<file path="src/rtl/display_pkg.sv">
// Shared constants for seven-segment display blocks: active-low glyphs
// (bit 0 = segment a ... bit 6 = segment g) and the digit-index width helper.
package display_pkg;

  localparam logic [6:0] SEG_BLANK = 7'h7F;

  localparam logic [6:0] HEX_GLYPH [16] = '{
    7'h40, 7'h79, 7'h24, 7'h30, 7'h19, 7'h12, 7'h02, 7'h78,
    7'h00, 7'h10, 7'h08, 7'h03, 7'h46, 7'h21, 7'h06, 7'h0E
  };

  // A single-digit display still needs a one-bit index register.
  function automatic int digit_idx_width(input int n);
    return (n <= 1) ? 1 : $clog2(n);
  endfunction

endpackage

</file>
<file path="src/rtl/seg7_hex_decoder.sv">
// Combinational hex nibble to active-low seven-segment glyph decoder.
module seg7_hex_decoder
  import display_pkg::*;
(
  input  logic [3:0] nibble_i,
  output logic [6:0] segments_o
);

  assign segments_o = HEX_GLYPH[nibble_i];

endmodule

</file>
<file path="src/rtl/seven_seg_scanner.sv">
// Time-multiplexed seven-segment scanner with per-frame input shadowing.
// Define SEVEN_SEG_LEADING_ZERO_BLANK_EN to darken leading zero digits.
module seven_seg_scanner
  import display_pkg::*;
#(
  parameter int N_DIGITS = 8,
  parameter int PRESCALE = 100000
) (
  input  logic                  clock,
  input  logic                  reset,
  input  logic                  enable,
  input  logic [4*N_DIGITS-1:0] value,
  input  logic [N_DIGITS-1:0]   dp_in,
  output logic [6:0]            segments,
  output logic                  dp,
  output logic [N_DIGITS-1:0]   anodos,
  output logic                  frame_done
);

  localparam int PW = $clog2(PRESCALE);
  localparam int IW = digit_idx_width(N_DIGITS);
  localparam logic [PW-1:0] PRE_LAST = PW'(PRESCALE - 1);
  localparam logic [IW-1:0] IDX_LAST = IW'(N_DIGITS - 1);

  logic [PW-1:0]         preCount_q, preCount_d;
  logic [IW-1:0]         digitIdx_q, digitIdx_d;
  logic [4*N_DIGITS-1:0] shadowVal_q, shadowVal_d;
  logic [N_DIGITS-1:0]   shadowDp_q, shadowDp_d;
  logic [6:0]            segments_q, segments_d;
  logic                  dp_q, dp_d;
  logic [N_DIGITS-1:0]   anodes_q, anodes_d;
  logic                  frameDone_q, frameDone_d;

  logic       tick;
  logic       wrap;
  logic [3:0] nibbleSel;
  logic       dpSel;
  logic       blankSel;
  logic [6:0] glyph;

  always_comb begin
    tick        = enable && (preCount_q == PRE_LAST);
    wrap        = tick && (digitIdx_q == IDX_LAST);
    preCount_d  = preCount_q;
    digitIdx_d  = digitIdx_q;
    shadowVal_d = shadowVal_q;
    shadowDp_d  = shadowDp_q;
    frameDone_d = wrap;
    if (enable) begin
      preCount_d = tick ? '0 : preCount_q + 1'b1;
    end
    if (tick) begin
      digitIdx_d = wrap ? '0 : digitIdx_q + 1'b1;
    end
    // Inputs are only sampled at frame boundaries so a frame is never torn.
    if (wrap) begin
      shadowVal_d = value;
      shadowDp_d  = dp_in;
    end
  end

  always_comb begin
    nibbleSel = '0;
    dpSel     = 1'b0;
    for (int i = 0; i < N_DIGITS; i++) begin
      if (digitIdx_q == IW'(i)) begin
        nibbleSel = shadowVal_q[4*i +: 4];
        dpSel     = shadowDp_q[i];
      end
    end
  end

`ifdef SEVEN_SEG_LEADING_ZERO_BLANK_EN
  logic upperZero;

  // Walk from the most significant digit down; digit 0 is never blanked.
  always_comb begin
    blankSel  = 1'b0;
    upperZero = 1'b1;
    for (int i = N_DIGITS - 1; i >= 1; i--) begin
      upperZero = upperZero && (shadowVal_q[4*i +: 4] == 4'h0);
      if (digitIdx_q == IW'(i)) begin
        blankSel = upperZero && !shadowDp_q[i];
      end
    end
  end
`else
  assign blankSel = 1'b0;
`endif

  seg7_hex_decoder u_decoder (
    .nibble_i   (nibbleSel),
    .segments_o (glyph)
  );

  always_comb begin
    anodes_d   = '1;
    segments_d = SEG_BLANK;
    dp_d       = 1'b1;
    if (enable && !blankSel) begin
      for (int i = 0; i < N_DIGITS; i++) begin
        anodes_d[i] = (digitIdx_q != IW'(i));
      end
      segments_d = glyph;
      dp_d       = ~dpSel;
    end
  end

  always_ff @(posedge clock or negedge reset) begin
    if (!reset) begin
      preCount_q  <= '0;
      digitIdx_q  <= '0;
      shadowVal_q <= '0;
      shadowDp_q  <= '0;
      segments_q  <= SEG_BLANK;
      dp_q        <= 1'b1;
      anodes_q    <= '1;
      frameDone_q <= 1'b0;
    end else begin
      preCount_q  <= preCount_d;
      digitIdx_q  <= digitIdx_d;
      shadowVal_q <= shadowVal_d;
      shadowDp_q  <= shadowDp_d;
      segments_q  <= segments_d;
      dp_q        <= dp_d;
      anodes_q    <= anodes_d;
      frameDone_q <= frameDone_d;
    end
  end

  assign segments   = segments_q;
  assign dp         = dp_q;
  assign anodos     = anodes_q;
  assign frame_done = frameDone_q;

endmodule

</file>
<file path="config.mk">
export PLATFORM = sky130hd
export DESIGN_NAME = seven_seg_scanner
export DESIGN_NICKNAME = d
export VERILOG_FILES = /design/src/rtl/display_pkg.sv /design/src/rtl/seg7_hex_decoder.sv /design/src/rtl/seven_seg_scanner.sv
export SDC_FILE = /design/constraint.sdc
export NUM_CORES = 1
export LEC_CHECK = 0
export ABC_AREA = 1
export CAP_MARGIN = 20
export CELL_PAD_IN_SITES_DETAIL_PLACEMENT = 0
export CELL_PAD_IN_SITES_GLOBAL_PLACEMENT = 1
export CORE_UTILIZATION = 40
export DETAILED_ROUTE_END_ITERATION = 8
export PLACE_DENSITY = 0.79
export SYNTH_ARGS = -nofsm -noshare
export SYNTH_HDL_FRONTEND = slang
export SYNTH_SLANG_ARGS = --single-unit
export TNS_END_PERCENT = 10
</file>
<file path="constraint.sdc">
create_clock -name clock -period 2.47 [get_ports clock]
set_input_delay 0.247 -clock clock [delete_from_list [all_inputs] [get_ports clock]]
set_output_delay 0.247 -clock clock [all_outputs]
set_load 0.005 [all_outputs]
</file>
==> out/results.ini, run 1 <==
[run_status]
outcome = complete, no violations

[placed_design]
gp_congestion = 0.899
io_buffers = 59
post-dp-hpwl_microns = 6530
numPlacedInstances = 691
dp_slack_ns = 0.124

[timing]
finalHoldViolCount = 0
rsz0062_at_grt = no
tightest_slew_ns = 0.945
slew_viol_final = 0
fin_tns_setup_ns = 0
setup_slack_ns = 0.241
skew_ns = 0.0112
post-route-period-util_pct = 90.3
fin_crit_ns = 2.23
setup_viol = 0
max_freq_mhz = 449
relSlewSlack_pct = 37.0

[cts]
cts_sinks = 77
ctsRootBufferMaster = clkbuf_8
ctsLongestPathBuffers = 2
cts_max_level = 3
cts_tree = yes
clk_latency_ns = 0.35
cts_made_buffers = 9
clkTransAtPathRegs_ns = 0.08

[route]
antenna_left = 0
wl_microns = 8770
firstDrtPassIters = 4
drc = 0
viasPerCell = 4.63
drtIter0Drc = 93
wl_per_cell_microns = 12.4
route.vias.total = 3281

[cells_and_area]
fillerInstances = 951
area_growth_pct = 26.1
fin_nets = 630
final_cells = 708
final_cell_mix = nand2_1, dfrtp_1, clkdlybuf4s50_1, inv_1, nand3_1
diodes = 0
drive_gt1_share_pct = 12.1
layout_commonest_cell = nand2_1

[power]
leakage_nw = 2.51
total_power_mw = 2.79
power_per_cell_area_nw_per_um2 = 566
vdd_drop_max_v = 0.000326

[floorplanning]
die_y_microns = 101
dieArea_sq_um = 10200
core-area_sq_um = 9370
io_pins = 60
rows = 35
die_w_microns = 101
initial_core_util_pct = 41.8

[worst_setup_path]
cp_num_buf_inv = 4
rr_worst_depth = 19
cp.depth = 19
crit_top_cell = nand2_1
critPathArrivalTime_ns = 2.49
critPathKind = reg2reg
cpPeakStageDelay_ns = 0.42
worstPathMaxFanout = 5
start_kind = register
cp-end-kind = register
worstPathCellList = inv_2, ha_1, inv_1, nor2_2, buf_4, nand2_1, nand3_1, nand2_1, nand2_1, nand2_1, nand2_1, nand2_1, nand2_1, buf_4, ha_1, nand2_1, o21ai_1, nand2_1, nand3_1
cpLargestDelayFamily = simple AND/OR/NAND/NOR gates
cp_data_required_time_ns = 2.73
crit_slowest_cell = dfrtp_1

[logic_synthesis]
synthXorXnorAreaFrac_pct = 0.224
synth_compound_area_share_pct = 5.47
synth_top_area_share_pct = 39.0
synth_ff_type = dfrtp_1
ys_seq_area_share_pct = 49.7
synth_fa_ha_area_share_pct = 4.16
yosys-top-cells-area = dfrtp_1, nand2_1, dfstp_2
yosys.area_share.simple_pct = 32.4
synth-edff-count = 0
ys_async_sr_fraction_pct = 100
yosysWarningCount = 0
synth.largest_area_cell = dfrtp_1
synth_nets = 560
synth_top_family_by_area = simple AND/OR/NAND/NOR gates
synth-seq-cells = 77
synth.area.mux_share_pct = 0
syn_area_per_cell_sq_um = 7.77
yosysUniqueCellTypes = 33
netlist_instances = 504
syn_area_sq_um = 3910

[job]
maxCapViolations = 0

[global_route]
grt_max_degree = 78
grt_pass1_wl_microns = 14800
grt_pass1_vias = 3197
grt-ovfl-total = 0
grtUsageTotal_pct = 19.1
antenna_found_initial = 0

[min_path]
hold_class = in2async

[timing repair]
| item | in CTS | in global routing |
|---|---|---|
| hold buffers | 0 | 0 |
| setup buffers | 0 | 1 |
| gates resized for setup | 0 | 10 |
| setup endpoints to repair | 0 | 6 |
[synthesized netlist by cell type (all sizes together) (3+ instances only)]
master	count
nand4	3
nand2	216
or2	3
nor2	35
inv	56
dfstp	16
a21oi	9
dfrtp	61
o21ai	23
buf	11
nor3	9
ha	13
nand3	36
[cell type report]
type / instances / area [sq um] / share of cell area, %
Inverter: 57 / 215 / 4.36
Sequential cell: 77 / 1950 / 39.5
Timing Repair Buffer: 72 / 698 / 14.2
Multi-Input combinational cell: 357 / 1680 / 34.1
Clock inverter: 5 / 100 / 2.03
Clock buffer: 11 / 131 / 2.66
Tap cell: 129 / 161 / 3.27
[per-layer routing]
metal	vias to the layer above	GRT usage, %	wire length [microns]
met2	66	30.5	4000
met1	1503	25.5	4320
li1	1703	-	-
met3	9	4.79	327
met4	0	5.80	116
met5	-	0	0
[worst reg2reg max path, stage by stage (launching register included)]
cell	delay, ns
dfrtp_1	0.42
inv_2	0.08
ha_1	0.21
inv_1	0.07
nor2_2	0.04
buf_4	0.15
nand2_1	0.05
nand3_1	0.08
nand2_1	0.10
nand2_1	0.05
nand2_1	0.05
nand2_1	0.05
nand2_1	0.06
nand2_1	0.06
buf_4	0.15
ha_1	0.20
nand2_1	0.11
o21ai_1	0.07
nand2_1	0.06
nand3_1	0.07
[final timing paths]
check	from	slack, ns	to
max	digitIdx_q[0]	0.24	segments[5]
min reg2reg	shadowVal_q[29]	0.47	shadowVal_q[29]
min	reset	0.04	shadowVal_q[5]
max in group asynchronous	reset	1.82	shadowVal_q[29]
max reg2reg	digitIdx_q[0]	0.24	segments[5]
min in group clock	value[19]	0.43	shadowVal_q[19]
[sequential cells by signal, indices dropped and copies added (netlist names)]
signal	flops
anodos	8
shadowDp_q	8
preCount_q	17
shadowVal_q	32
frame_done	1
segments	7
dp	1
digitIdx_q	3
[metrics by stage]
| step | hold WS, ns | instance area [sq um] | utilization, % |
|---|---|---|---|
| 6_report | 0.0438 | 4930 | 52.6 |
| 5_1_grt | 0.123 | 4930 | 52.6 |
| 4_1_cts | 0.0878 | 4900 | 52.3 |
| 3_5_place_dp | 0.460 | 4670 | 49.8 |
| 3_3_place_gp | 0.456 | 4670 | 49.8 |
| 2_1_floorplan | -0.0486 | 3910 | - |
[power breakdown]
part | total (mW) | switching (mW) | internal [mW]
Combinational | 0.267 | 0.140 | 0.127
Clock | 1.12 | 0.452 | 0.669
Sequential | 1.40 | 0.0747 | 1.33
Total | 2.79 | 0.667 | 2.13
[cell families after synthesis]
logic type                 after synthesis
AOI/OAI and AO/OA                       39
xor gates and xnor gates                 1
adders and majority gates               13
buffers and inverters                   70
DFF                                     77
and+or+nand+nor                        304
Power figures use the tool's default switching activity.
==> run 2, diff against run 1 <==
--- a/config.mk
+++ b/config.mk
@@ -11,6 +11,7 @@
 export CELL_PAD_IN_SITES_GLOBAL_PLACEMENT = 1
 export CORE_UTILIZATION = 40
 export DETAILED_ROUTE_END_ITERATION = 8
+export GPL_TIMING_DRIVEN = 0
 export PLACE_DENSITY = 0.79
 export SYNTH_ARGS = -nofsm -noshare
 export SYNTH_HDL_FRONTEND = slang
==> out/results.ini, run 2 (synthesis gave the netlist of run 1 again) <==
[global_route]
grt_max_degree = 51  ; was 78
antenna_found_initial = 0  ; unchanged
grt_pass1_wl_microns = 15200  ; was 14800 microns
grt-ovfl-total = 0  ; unchanged
grt_pass1_vias = 3249  ; was 3197
grtUsageTotal_pct = 19.4  ; was 19.1%

[cells_and_area]
final_cell_mix = nand2_1, dfrtp_1, clkdlybuf4s50_1, inv_1, nand3_1  ; unchanged
final-seq-area_sq_um = 1950  ; about the same
area_growth_pct = 29.4  ; was 26.1%
diodes = 0  ; unchanged
post-route-util_pct = 54.0  ; was 52.6%
drive_gt1_share_pct = 14.2  ; was 12.1%
layout_commonest_cell = nand2_1  ; unchanged
largest_register_ffs = 32  ; unchanged
fin_nets = 635  ; was 630
fillerInstances = 952  ; was 951
regMostFlops = shadowVal_q  ; unchanged
multi_input_area_sq_um = 1750  ; was 1680 sq um
reg_top3 = shadowVal_q (32), preCount_q (17)  ; unchanged

[floorplanning]
core-area_sq_um = 9370  ; unchanged
io_pins = 60  ; unchanged
die_w_microns = 101  ; unchanged
initial_core_util_pct = 41.8  ; unchanged
rows = 35  ; unchanged
dieArea_sq_um = 10200  ; unchanged
die_y_microns = 101  ; unchanged

[worst_setup_path]
cp_data_required_time_ns = 2.76  ; was 2.73 ns
cp-end-kind = register  ; unchanged
start_kind = register  ; unchanged
critPathArrivalTime_ns = 2.57  ; was 2.49 ns
critPathKind = reg2reg  ; unchanged
worstPathMaxFanout = 7  ; was 5

[timing]
rsz0062_at_grt = no  ; unchanged
fin_tns_setup_ns = 0  ; unchanged
finalHoldViolCount = 0  ; unchanged
timing.hold.ws_ns = 0.345  ; was 0.0438 ns
slew_viol_final = 0  ; unchanged
max_freq_mhz = 438  ; was 449 MHz
setup_slack_ns = 0.187  ; was 0.241 ns
relSlewSlack_pct = 65.2  ; was 37.0%
skew_ns = 0.00897  ; was 0.0112 ns
post-route-period-util_pct = 92.4  ; was 90.3%
setup_viol = 0  ; unchanged
tightest_slew_ns = 0.521  ; was 0.945 ns
fin_crit_ns = 2.28  ; was 2.23 ns

[power]
p_clk_share_pct = 40.9  ; was 40.1%
total_power_mw = 2.84  ; was 2.79 mW
vdd_drop_max_v = 0.000282  ; was 0.000326 V
leakage_nw = 2.54  ; was 2.51 nW
p_seq_share_pct = 49.5  ; was 50.3%
p_comb_share_pct = 9.7  ; was 9.6%
netSwitchingFraction_pct = 24.1  ; was 23.9%
intPower_mw = 2.16  ; was 2.13 mW
power_per_cell_area_nw_per_um2 = 561  ; was 566 nW/um^2
p_sw_uw = 684  ; was 667 uW

[placed_design]
io_buffers = 59  ; unchanged
gp_congestion = 0.841  ; was 0.899
dp_slack_ns = -0.201  ; was 0.124 ns
post-dp-hpwl_microns = 6640  ; was 6530 microns

[cts]
cts_tree = yes  ; unchanged
cts_sinks = 77  ; unchanged
cts_max_level = 3  ; unchanged
cts_made_buffers = 9  ; unchanged
clk_latency_ns = 0.35  ; about the same
ctsRootBufferMaster = clkbuf_8  ; unchanged
ctsLongestPathBuffers = 2  ; unchanged
clkTransAtPathRegs_ns = 0.08  ; about the same

[route]
wl_microns = 8990  ; was 8770 microns
viasPerCell = 4.65  ; was 4.63
antenna_left = 0  ; unchanged
drtIter0Drc = 117  ; was 93
firstDrtPassIters = 4  ; unchanged
wl_per_cell_microns = 12.6  ; was 12.4 microns
route.vias.total = 3319  ; was 3281
drc = 0  ; unchanged

[job]
maxCapViolations = 0  ; unchanged

[min_path]
hold_class = in2async  ; unchanged

[run_status]
outcome = complete, no violations  ; unchanged

## run 2: area by class of cell
cell class	instances	area share [%]
clock inverters	4	1.88
inverters	57	4.25
repair buffers	65	12.9
clock buffers	12	2.87
flip-flops and latches	77	38.5
multi-input cells	357	34.5
plain buffers	12	1.88
well taps	129	3.19
## run 2: path summary, 6_finish.rpt
check	start	to	slack (ns)	cells after the start
worst max-delay path	digitIdx_q[0]	segments[0]	0.19	16
max in group asynchronous	reset	anodos[6]	1.49	3
min in group clock	dp_in[1]	shadowDp_q[1]	0.43	3
worst min-delay path	reset	shadowVal_q[1]	0.34	2
worst max register to register	digitIdx_q[0]	segments[0]	0.19	16
worst min register to register	shadowVal_q[11]	shadowVal_q[11]	0.47	2
## run 2: per-layer routing
layer | GRT usage, % | vias to the layer above | part of all wire (%)
met5 | 0 | - | 0
met1 | 27.1 | 1529 | 51
met3 | 2.70 | 11 | 3.7
met2 | 30.5 | 65 | 43
met4 | 7.92 | 0 | 1.6
li1 | - | 1714 | -
## run 2: per-stage QoR
step,instances,area (sq um)
after floorplan,504,3910
after global placement,692,4670
after detailed placement,693,4690
after CTS,709,4950
after global routing,713,5060
final,713,5060
## run 2: repair_timing
action,CTS,global route
endpoints found under the setup margin,7,7
endpoints found under the hold margin,14,0
pin swaps,0,1
setup buffers,0,4
hold buffers,1,0
cloned,0,0
gates resized for setup,5,21
## run 2: power groups by stage
stage	Clock, mW	Combinational [mW]	Sequential [mW]
floorplan	0	0.141	1.41
global placement	0	0.261	1.43
detailed placement	0	0.273	1.43
CTS	1.18	0.276	1.41
global route	1.25	0.307	1.42
finish	1.16	0.275	1.41
## run 2: worst max-delay path, stage by stage (launching register included)
cell and delay [ns]:
dfrtp_2 0.44, buf_4 0.15, ha_4 0.18, nand2_1 0.21, inv_2 0.12, nand2_1 0.07, nand2_1 0.05, inv_1 0.06
nand2_1 0.05, nand2_1 0.10, nand2_4 0.09, inv_1 0.15, ha_4 0.18, inv_1 0.06, o21ai_0 0.16, nand2_1 0.07
nand3_1 0.09
==> run 3, diff against run 2 <==
--- a/config.mk
+++ b/config.mk
@@ -9,11 +9,13 @@
 export CAP_MARGIN = 20
 export CELL_PAD_IN_SITES_DETAIL_PLACEMENT = 0
 export CELL_PAD_IN_SITES_GLOBAL_PLACEMENT = 1
+export CORE_ASPECT_RATIO = 1.2
 export CORE_UTILIZATION = 40
 export DETAILED_ROUTE_END_ITERATION = 8
 export GPL_TIMING_DRIVEN = 0
 export PLACE_DENSITY = 0.79
 export SYNTH_ARGS = -nofsm -noshare
 export SYNTH_HDL_FRONTEND = slang
+export SYNTH_HIERARCHICAL = 1
 export SYNTH_SLANG_ARGS = --single-unit
 export TNS_END_PERCENT = 10
==> out/results.ini, run 3 <==
[run_status]
outcome = complete, no violations  ; unchanged

[worst_setup_path]
crit_slowest_cell = dfrtp_2  ; unchanged
rr_worst_depth = 13  ; was 16
worstPathCellList = buf_4, ha_4, nand2_1, inv_2, a21oi_1, nand2_2, a21oi_4, buf_6, ha_1, nand2_1, nand3_1, nand2_1, or2_2  ; was buf_4, ha_4, nand2_1, inv_2, nand2_1, nand2_1, inv_1, nand2_1, nand2_1, nand2_4, inv_1, ha_4, inv_1, o21ai_0, nand2_1, nand3_1
cpLargestDelayFamily = simple AND/OR/NAND/NOR gates  ; unchanged
rr_startpoint = digitIdx_q[1]  ; was digitIdx_q[0]
cp_data_required_time_ns = 2.73  ; was 2.76 ns
rr_endpoint = segments[4]  ; was segments[0]
critPathArrivalTime_ns = 2.65  ; was 2.57 ns
cp-end-kind = register  ; unchanged
start_kind = register  ; unchanged
worstPathMaxFanout = 6  ; was 7
r2r_slack_ns = 0.08  ; was 0.19 ns
critPathKind = reg2reg  ; unchanged
cp_num_buf_inv = 3  ; was 5
crit_start = digitIdx_q[1]  ; was digitIdx_q[0]
crit_top_cell = nand2_1  ; unchanged
cpPeakStageDelay_ns = 0.45  ; was 0.44 ns

[cts]
ctsLongestPathBuffers = 2  ; unchanged
clk_latency_ns = 0.34  ; was 0.35 ns
cts_max_level = 3  ; unchanged
cts_sinks = 77  ; unchanged
cts_made_buffers = 9  ; unchanged
cts_tree = yes  ; unchanged
clkTransAtPathRegs_ns = 0.06  ; was 0.08 ns
ctsRootBufferMaster = clkbuf_16  ; was clkbuf_8

[logic_synthesis]
synth-edff-count = 0  ; unchanged
netlist_instances = 548  ; was 504
synth_top_area_share_pct = 36.6  ; was 39.0%
synth_nets = 605  ; was 560
yosysMostFrequentCell = nand2_1  ; unchanged
synth-seq-cells = 77  ; unchanged
ys_async_sr_fraction_pct = 100  ; unchanged
yosysWarningCount = 6  ; was 0
yosys-top-cells-area = dfrtp_1, nand2_1, inv_1  ; was dfrtp_1, nand2_1, dfstp_2
synth_ff_type = dfrtp_1  ; unchanged
synth.largest_area_cell = dfrtp_1  ; unchanged
syn_area_per_cell_sq_um = 7.61  ; was 7.77 sq um
yosysUniqueCellTypes = 27  ; was 33
ys_seq_area_share_pct = 46.7  ; was 49.7%
syn_area_sq_um = 4170  ; was 3910 sq um
yosys-top-cells-count = nand2_1, inv_1, dfrtp_1  ; was nand2_1, dfrtp_1, inv_1

[placed_design]
dp_slack_ns = -0.466  ; was -0.201 ns
gp_congestion = 0.842  ; was 0.841
io_buffers = 58  ; was 59
numPlacedInstances = 733  ; was 693
post-dp-hpwl_microns = 6690  ; was 6640 microns

[timing]
skew_ns = 0.00801  ; was 0.00897 ns
finalHoldViolCount = 0  ; unchanged
fin_crit_ns = 2.39  ; was 2.28 ns
post-route-period-util_pct = 96.8  ; was 92.4%
slew_viol_final = 0  ; unchanged
setup_slack_ns = 0.0802  ; was 0.187 ns
max_freq_mhz = 418  ; was 438 MHz
tightest_slew_ns = 0.581  ; was 0.521 ns
rsz0062_at_grt = yes  ; was no
setup_viol = 0  ; unchanged
relSlewSlack_pct = 61.3  ; was 65.2%

[power]
leakage_nw = 2.70  ; was 2.54 nW
power_per_cell_area_nw_per_um2 = 579  ; was 561 nW/um^2
vdd_drop_max_v = 0.000292  ; was 0.000282 V

[floorplanning]
die_y_microns = 114  ; was 101 microns
die_w_microns = 95.2  ; was 101 microns
io_pins = 60  ; unchanged
core-area_sq_um = 10100  ; was 9370 sq um
rows = 40  ; was 35
initial_core_util_pct = 41.5  ; was 41.8%
dieArea_sq_um = 10800  ; was 10200 sq um

[min_path]
hold_class = in2reg  ; was in2async
holdPathEnd = anodos[7]
hold_start = enable
hold-path-cell-count = 2

[global_route]
grt_pass1_vias = 3398  ; was 3249
grt-ovfl-total = 0  ; unchanged
grt_max_degree = 45  ; was 51
antenna_found_initial = 0  ; unchanged
grtUsageTotal_pct = 19.3  ; was 19.4%
grt_pass1_wl_microns = 16000  ; was 15200 microns

[cells_and_area]
drive_gt1_share_pct = 20.3  ; was 14.2%
final_cell_mix = inv_1, nand2_1, dfrtp_1, clkdlybuf4s50_1, o21ai_1  ; was nand2_1, dfrtp_1, clkdlybuf4s50_1, inv_1, nand3_1
regMostFlops = shadowVal_q  ; unchanged
largest_register_ffs = 32  ; unchanged
final_cells = 763  ; was 713
layout_commonest_cell = inv_1  ; was nand2_1
area_growth_pct = 35.5  ; was 29.4%
reg_top3 = shadowVal_q (32), preCount_q (17)  ; unchanged
diodes = 0  ; unchanged
fillerInstances = 936  ; was 952
fin_nets = 689  ; was 635

[route]
drc = 0  ; unchanged
wl_per_cell_microns = 12.8  ; was 12.6 microns
route.vias.total = 3562  ; was 3319
firstDrtPassIters = 4  ; unchanged
wl_microns = 9780  ; was 8990 microns
viasPerCell = 4.67  ; was 4.65
antenna_left = 0  ; unchanged
drtIter0Drc = 162  ; was 117

[job]
maxCapViolations = 0  ; unchanged

==> run 3: cell count changes in the layout (fill, tap and decap cells not counted), sizes merged, moves of 3 or more <==
cell      change
nor2          -6
inv          +76
a21oi         +8
nand3         +8
buf          +11
nand2        -83
nor3          -5
or2           +4
clkinvlp      +3
o21ai        +43
==> run 3: through the flow <==
stage          TNS (ns)  hold slack (ns)  power, mW  utilization (%)  area (sq um)
5_1_grt          -0.168            0.175       3.43             56.2          5650
6_report              0            0.179       3.28             56.2          5650
3_3_place_gp    -112.89            0.494       1.88             48.9          4920
2_1_floorplan         0          -0.0486       1.70                -          4180
3_5_place_dp      -2.64            0.240       1.89             49.2          4950
4_1_cts         -0.0866            0.157       3.31             54.1          5440
==> run 3: worst register-to-register path: cells and delay by family, from the launching register on <==
kind | cells | cell delay, ns
buffers and inverters | 3 | 0.42
AOI/OAI and AO/OA | 2 | 0.36
DFF | 1 | 0.45
and+or+nand+nor | 6 | 0.75
adders and majority gates | 2 | 0.32
==> run 3: logic make-up after synthesis <==
family / share of synthesized area [%]
AOI/OAI and AO/OA: 10.2
xor gates and xnor gates: 0.630
adders and majority gates: 4.20
buffers and inverters: 15.0
DFF: 46.7
and+or+nand+nor: 23.3
==> run 3: worst max path at each step <==
stage                                 to  slack (ns)  cells after the start
after floorplan              segments[3]       0.005                     17
after global placement    shadowVal_q[3]       -1.63                      1
after detailed placement     segments[3]       -0.47                     17
after CTS                    segments[3]       -0.03                     18
after global routing         segments[4]       -0.05                     18
final                        segments[4]        0.08                     13
==> run 3: per-layer routing <==
metal / track usage (%) / routed length [microns] / vias up
li1: - / - / 1840
met1: 24.5 / 4280 / 1635
met2: 31.6 / 5020 / 70
met3: 2.47 / 238 / 17
met4: 10.7 / 245 / 0
met5: 0 / 0 / -
==> run 3: timing repair <==
item / CTS / global route
gates cloned: 0 / 1
hold buffers: 1 / 0
hold endpoints to repair: 27 / 0
setup endpoints to repair: 7 / 7
buffers inserted: 8 / 5
pin swaps: 4 / 25
gates resized for setup: 33 / 49
==> run 3: layout make-up <==
type | instances | area, sq um | area share (%)
multi-input combinational | 325 | 1860 | 32.9
inverter | 132 | 515 | 9.12
clock buffer | 10 | 229 | 4.05
clock inverter | 6 | 87.6 | 1.55
sequential | 77 | 1950 | 34.5
timing repair buffer | 73 | 721 | 12.7
buffer | 14 | 134 | 2.37
tap | 126 | 158 | 2.79
==> run 3: where the power goes <==
group	switching [mW]	internal (mW)
combinational	0.244	0.171
sequential	0.0907	1.36
clock	0.529	0.883
total	0.863	2.41
